**src/rtl/peripheral_pkg.sv**
```systemverilog
// Shared definitions for the peripheral datapath counters and timers.
// Direction/mode encodings and the load clamp helper live here.
package peripheral_pkg;

   typedef enum logic {
      DIR_DN = 1'b0,
      DIR_UP = 1'b1
   } dir_e;

   typedef enum logic {
      MODE_WRAP = 1'b0,
      MODE_SAT  = 1'b1
   } mode_e;

   // Operands are WIDTH+1 bits at most (WIDTH <= 32), so 33 bits covers every instance.
   function automatic logic [32:0] clamp(input logic [32:0] val, input logic [32:0] max);
      return (val > max) ? max : val;
   endfunction

endpackage

```
**src/rtl/mod_counter.sv**
```systemverilog
// Parametrised up/down modulo counter with load, wrap/saturate mode,
// registered terminal-count pulse and sticky overflow flag.
module mod_counter
   import peripheral_pkg::*;
#(
   parameter int unsigned      WIDTH   = 20,
   parameter longint unsigned  MAX_VAL = (64'd1 << WIDTH) - 64'd1
) (
   input  logic             clk,
   input  logic             sclr_n,
   input  logic             clr,
   input  logic             load,
   input  logic [WIDTH-1:0] load_val,
   input  logic             en,
   input  logic             up_dn,
   input  logic             sat,
   input  logic             ovf_clr,
   output logic [WIDTH-1:0] q,
   output logic             tc,
   output logic             ovf
);

   if ((WIDTH < 1) || (WIDTH > 32) || (MAX_VAL > ((64'd1 << WIDTH) - 64'd1))) begin : g_bad_params
      $fatal(1, "mod_counter: WIDTH must be 1..32 and MAX_VAL <= 2**WIDTH-1");
   end

   localparam logic [WIDTH:0] MAXW = (WIDTH + 1)'(MAX_VAL);
   localparam logic [WIDTH:0] ONE  = (WIDTH + 1)'(1);

   logic [WIDTH-1:0] q_q, q_d;
   logic             tc_q, tc_d;
   logic             ovf_q, ovf_d;
   logic [WIDTH:0]   q_ext;
   logic             bnd;

   always_comb begin
      q_d   = q_q;
      tc_d  = 1'b0;
      ovf_d = ovf_q;
      bnd   = 1'b0;
      q_ext = {1'b0, q_q};

      if (clr) begin
         q_d   = '0;
         ovf_d = 1'b0;
      end else begin
         if (load) begin
            q_d = WIDTH'(clamp(33'(load_val), 33'(MAXW)));
         end else if (en) begin
            bnd = (up_dn == DIR_UP) ? (q_ext == MAXW) : (q_ext == '0);
            if (bnd) begin
               if (sat == MODE_WRAP) begin
                  q_d = (up_dn == DIR_UP) ? '0 : WIDTH'(MAXW);
               end
            end else begin
               q_d = (up_dn == DIR_UP) ? WIDTH'(q_ext + ONE) : WIDTH'(q_ext - ONE);
            end
         end
         // A boundary event in the same cycle as ovf_clr leaves the flag set.
         tc_d  = bnd;
         ovf_d = (ovf_q & ~ovf_clr) | bnd;
      end
   end

   always_ff @(posedge clk) begin
      if (!sclr_n) begin
         q_q   <= '0;
         tc_q  <= 1'b0;
         ovf_q <= 1'b0;
      end else begin
         q_q   <= q_d;
         tc_q  <= tc_d;
         ovf_q <= ovf_d;
      end
   end

   assign q   = q_q;
   assign tc  = tc_q;
   assign ovf = ovf_q;

endmodule

```
**config.mk**
```make
export PLATFORM = sky130hd
export DESIGN_NAME = mod_counter
export DESIGN_NICKNAME = d
export VERILOG_FILES = /design/src/rtl/peripheral_pkg.sv /design/src/rtl/mod_counter.sv
export SDC_FILE = /design/constraint.sdc
export NUM_CORES = 1
export LEC_CHECK = 0
export ABC_AREA = 0
export BUFFER_PORTS_ARGS = -buffer_cell sky130_fd_sc_hd__buf_2
export CORE_ASPECT_RATIO = 0.8
export CORE_MARGIN = 2
export CORE_UTILIZATION = 59
export CTS_CLUSTER_SIZE = 40
export DETAILED_ROUTE_END_ITERATION = 7
export PLACE_DENSITY = 0.83
export SLEW_MARGIN = 10
export SYNTH_ARGS = -nofsm -noshare
export SYNTH_HDL_FRONTEND = slang
export SYNTH_SLANG_ARGS = --single-unit
```
**constraint.sdc**
```tcl
create_clock -name clk -period 6.73 [get_ports clk]
set_input_delay 0.673 -clock clk [delete_from_list [all_inputs] [get_ports clk]]
set_output_delay 0.673 -clock clk [all_outputs]
set_load 0.05 [all_outputs]
```
# Yosys cells after proc, flatten, opt, wreduce, memory -nomap -nowiden
# Cells that the tools add are included.
totals:
  inputBits: 28
  regBits: 22
op_classes:
  eq_ne: 2
  mux: 10
  n_reduce_logical: 4
  n_bitwise: 4
  addsub: 2
ops:
  columns: ["op", "n"]
  rows:
  - ["20-bit two-way mux", 6]
  - ["20-bit by 1-bit adder with 20-bit output, second input constant", 1]
  - ["20-bit equality test, second input constant", 1]
  - ["20-bit zero test", 1]
  - ["20-bit by 1-bit subtractor with 20-bit output, second input constant", 1]
  - ["1-bit two-way mux", 4]
  - ["3-bit inequality test, second input constant", 1]
  - ["1-bit NOT", 2]
  - ["2-bit AND reduction", 1]
  - ["2-bit nonzero test", 1]
  - ["2-bit OR reduction", 1]
  - ["1-bit bitwise AND", 1]
  - ["1-bit bitwise OR", 1]

# Logic depth before layout (Yosys ltp)
depth:
  ltp_word: 6
  mapped_depth: 10

# Worst setup path before layout
# No wires, ideal clock.
synth_timing:
  path_type: "input to register"
  start: "in up_dn"
  end: "reg q_q[12] (netlist: q[12])"
  slack_ns: 3.856
  setup_time_ns: 0.103
  required_ns: 6.627
  t_arrival_ns: 2.771
  path_stages: 9
  path_cell_list: "inv_1 > ha_1 > and3_1 > a221o_1 > a21oi_2 > o21ai_0 > xor2_1 > a21oi_1 > a2111oi_2"
synth_between:
  elab_chain_cells: 5
  elab_cells_between_ends: 9
synth_rtl:
  columns: ["item", "line", "source"]
  rows:
  - ["start, declared", "mod_counter.sv:15", "input logic up_dn,"]
  - ["20-bit two-way mux", "mod_counter.sv:53", "q_d = (up_dn == DIR_UP) ? '0 : WIDTH'(MAXW);"]
  - ["20-bit two-way mux", "mod_counter.sv:52", "if (sat == MODE_WRAP) begin"]
  - ["20-bit two-way mux", "mod_counter.sv:51", "if (bnd) begin"]
  - ["20-bit two-way mux", "mod_counter.sv:49", "end else if (en) begin"]
  - ["20-bit two-way mux", "mod_counter.sv:47", "if (load) begin"]
  - ["end signal, assigned", "mod_counter.sv:71", "q_q <= q_d;"]
  - ["end, declared", "mod_counter.sv:30", "logic [WIDTH-1:0] q_q, q_d;"]
# Parallel ways exist; a longest one is shown, timed or not. The select of a mux whose other input is x is not followed.
# A chain may end at the register's enable or synchronous reset.

# Worst setup path after layout
# Same ends and word-level chain as after synthesis.

==> qor.log <==
[synthesis] number of register bits inferred by synthesis 22
[drt] detailed-router iteration count before antenna repair 4
[critical_path] Crit. Startpoint up_dn
[cells_and_area] layout cell share with drive strength beyond 1 26.0%
[critical_path] worst setup slack for register-to-register paths 4000 ps
[critical_path] CP Launch Type input pin
[power] Pwr Density 168 nW/µm²
[synthesis] number of enable-type register cells in the synthesized netlist 0
[power] Net Sw Frac 40.1%
[power] Final Total Pwr 0.000418 W
[drt] via-per-instance ratio 6.24
[cts] root cell of the clock tree sky130_fd_sc_hd__clkbuf_8
[power] internal cell power 0.000251 W
[floorplan] core area 3490 µm²
[cts] post-CTS setup-driven buffer insertion count 0
[critical_path] cells on worst reg2reg path 7
[timing] Worst Tran Pin Value 795 ps
[placement] Placer Congestion 0.906
[power] largest vdd supply drop 0.000143 V
[global_route] final global-route overflow total 0
[cts] Max H-tree Level 1
[global_route] Total Routing Usage GR 29.9%
[floorplan] count of boundary I/O pins 50
[cts] post-cts resize count 0
[cts] TritonCTS clock tree built
[drt] total number of vias 2,226
[hold_path] path category of the worst min-delay check reg2reg
[placement] placed inst area 2430 µm²
[job] max-cap violation count 0
[timing] final worst clock skew 6.21 ps
[drt] detailed-route wire length per cell 16.7 µm
[synthesis] proportion of synthesized chip area in sequential cells 20.0%
[timing] final-report max-slew violation count 0
[power] NetSw 0.000168 W
[synthesis] share of synthesized registers carrying an async set or reset 0%
[cells_and_area] P&R area growth vs syn 12.7%
[timing] final setup violation count 0
[power] combinational power share 41.3%
[timing] fmax 318 MHz
[cts] Clock Latency Late Sink 260 ps
[timing] total negative slack for setup checks 0 ps
[synthesis] most used flip-flop cell after synthesis sky130_fd_sc_hd__dfxtp_1
[synthesis] synthesis warning total 0
[synthesis] Mapped Avg Cell Area 8.04 µm²
[power] Leakage Power 1.15 nW
[timing] remaining max-slew budget at the tightest pin 47.0%
[status] run status finished, final reports clean
[placement] half-perimeter wire length after detailed placement 4340 µm
[synthesis] net count after synthesis 321
[critical_path] capturing point of the worst reg2reg path q[10]
[critical_path] worst reg2reg startpoint q[0]
[synthesis] Synth Cell Area 2200 µm²
[cts] buffer levels on the longest clock path 2
[synthesis] synthesized instance count 274
[cells_and_area] post-route standard cell area excluding fillers 2480 µm²
[synthesis] count of different cell masters after synthesis 47
[critical_path] data required time at the worst endpoint 6900 ps
[critical_path] CP Data Arrival Time 3310 ps
[power] Reg power frac 35.6%
[power] clock network fraction of total power 23.1%
[global_route] antenna violations before repair 0
[cells_and_area] Nets 363
[timing] final hold vios 0
[critical_path] Worst Path Max Fanout 19
[critical_path] endpoint type of the worst setup path register
[drt] detailed-route DRC error count 0
[global_route] largest net degree at the start of global routing 24
[timing] setup repair after global routing missed its margin no
[floorplan] Rows 19
[global_route] number of global-route vias before repair 2,029
[floorplan] Starting Density 63.1%
[drt] remaining number of nets flagged by the antenna check after routing 0
[cells_and_area] final antenna diode count 0
[critical_path] worst setup path class in2reg
[placement] Port-buffer cells 49
[cts] Num Clock Sinks 22
[global_route] global-route wire length before repair 10,000 µm
[drt] Iteration-0 DRC Markers 199
[timing] Tmin final 3150 ps
[cts] register clock-pin slew on the reported worst setup and hold paths 90 ps
[cts] number of buffers added by the clock tree synthesis step 3
[critical_path] worst setup path endpoint q[12]
[drt] total length of routed wires 5980 µm
[timing] final cycle utilization of the critical path 46.7%
[cts] number of hold buffers added after cts 0
[floorplan] overall die height 58.7 µm
[floorplan] horizontal die dimension 72.3 µm
[floorplan] die outline area 4240 µm²
-- stage by stage --
| step | hold WS [ps] | setup WS, ps | std cells | util (%) |
|---|---|---|---|---|
| 2_1_floorplan | 733 | 3860 | 274 | - |
| 5_1_grt | 601 | 3380 | 357 | 71.1 |
| 6_report | 542 | 3580 | 357 | 71.1 |
| 3_3_place_gp | 476 | 3400 | 353 | 69.5 |
| 3_5_place_dp | 502 | 3350 | 353 | 69.5 |
| 4_1_cts | 532 | 3600 | 357 | 71.1 |
-- layout by cell type, fill, tap and decap left out, types with 2 or more instances in the layout --
master,instances
sky130_fd_sc_hd__dfxtp_1,22
sky130_fd_sc_hd__ha_1,18
sky130_fd_sc_hd__nand2_1,21
sky130_fd_sc_hd__a21o_1,4
sky130_fd_sc_hd__clkbuf_8,4
sky130_fd_sc_hd__nor4_1,3
sky130_fd_sc_hd__xnor2_1,6
sky130_fd_sc_hd__o21ai_0,11
sky130_fd_sc_hd__a21oi_2,2
sky130_fd_sc_hd__nand2b_1,3
sky130_fd_sc_hd__nand3_1,6
sky130_fd_sc_hd__mux2i_1,2
sky130_fd_sc_hd__nor2b_1,2
sky130_fd_sc_hd__inv_1,22
sky130_fd_sc_hd__nor3_1,5
sky130_fd_sc_hd__a21oi_1,34
sky130_fd_sc_hd__xor2_1,11
sky130_fd_sc_hd__buf_2,49
sky130_fd_sc_hd__a211oi_1,3
sky130_fd_sc_hd__a2111oi_2,19
sky130_fd_sc_hd__o211ai_1,4
sky130_fd_sc_hd__nand4_1,9
sky130_fd_sc_hd__a31oi_1,2
sky130_fd_sc_hd__o21bai_1,2
sky130_fd_sc_hd__nor2_1,30
-- metal layers --
metal / global-route usage [%] / wire (µm) / part of all wire, %
met1: 44.0 / 2840 / 48
met2: 47.7 / 2620 / 44
met3: 4.28 / 468 / 7.8
met4: 3.50 / 43 / 0.72
met5: 0 / 0 / 0
-- logic make-up (layout without fill, tap and decap cells) --
group,Yosys count,after routing,synth area share (%)
AO/OA/AOI/OAI,92,92,34.2
flip-flops,22,22,20.0
buffers and inverters,35,76,7.38
XOR/XNOR,17,17,6.76
multiplexers,2,2,0.909
AND/OR/NAND/NOR,87,87,19.6
adder cells (fa/ha/maj),19,19,11.1
-- cell usage after synthesis (4+ instances only) --
cell | instances | area share (%)
sky130_fd_sc_hd__nor2_1 | 30 | 5.1
sky130_fd_sc_hd__nand3_1 | 6 | 1.4
sky130_fd_sc_hd__buf_2 | 4 | 0.91
sky130_fd_sc_hd__xor2_1 | 11 | 4.4
sky130_fd_sc_hd__a21o_1 | 4 | 1.4
sky130_fd_sc_hd__nor3_1 | 5 | 1.1
sky130_fd_sc_hd__a21oi_1 | 34 | 7.7
sky130_fd_sc_hd__o21ai_0 | 11 | 2.5
sky130_fd_sc_hd__a2111oi_2 | 19 | 13
sky130_fd_sc_hd__inv_1 | 22 | 3.7
sky130_fd_sc_hd__nand2_1 | 21 | 3.6
sky130_fd_sc_hd__clkbuf_1 | 7 | 1.2
sky130_fd_sc_hd__ha_1 | 18 | 10
sky130_fd_sc_hd__nand4_1 | 9 | 2.6
sky130_fd_sc_hd__dfxtp_1 | 22 | 20
sky130_fd_sc_hd__o211ai_1 | 4 | 1.4
sky130_fd_sc_hd__xnor2_1 | 6 | 2.4
-- worst max-delay path, cell delays in order --
cell and delay (ps):
sky130_fd_sc_hd__buf_2 120, sky130_fd_sc_hd__inv_1 550, sky130_fd_sc_hd__ha_1 400, sky130_fd_sc_hd__a21o_1 220, sky130_fd_sc_hd__a221o_1 380, sky130_fd_sc_hd__a21oi_2 270, sky130_fd_sc_hd__o21ai_0 170, sky130_fd_sc_hd__xor2_1 150
sky130_fd_sc_hd__a21oi_1 90, sky130_fd_sc_hd__a2111oi_2 290
-- power groups by stage --
stage / Combinational [W] / Sequential [W] / Clock (W)
5_1_grt: 0.000189 / 0.000151 / 0.000104
6_report: 0.000173 / 0.000149 / 0.0000966
3_3_place_gp: 0.000169 / 0.000152 / 0
3_5_place_dp: 0.000169 / 0.000152 / 0
2_1_floorplan: 0.000111 / 0.000174 / 0
4_1_cts: 0.000170 / 0.000149 / 0.0000990
-- worst min-delay path by stage --
stage                      to  depth (start not counted)  from  slack [ps]
final                     ovf                          2   ovf         540
after global routing      ovf                          2   ovf         600
after CTS                 ovf                          2   ovf         530
after detailed placement  ovf                          2   ovf         500
after global placement    ovf                          2   ovf         480
after floorplan           ovf                          2   ovf         730
-- sequential cells by signal, summed over array words and instances (netlist names) --
| register | cells |
|---|---|
| q | 20 |
| ovf | 1 |
| tc | 1 |
-- final cells by class --
| cell class | instances | area [µm²] |
|---|---|---|
| clock buffers | 4 | 55.1 |
| flip-flops and latches | 22 | 440 |
| fillers | 290 | 1010 |
| multi-input cells | 217 | 1600 |
| inverters | 22 | 82.6 |
| repair buffers | 50 | 253 |
| well taps | 42 | 52.6 |
Note: power is estimated with default switching activity, not from simulation.
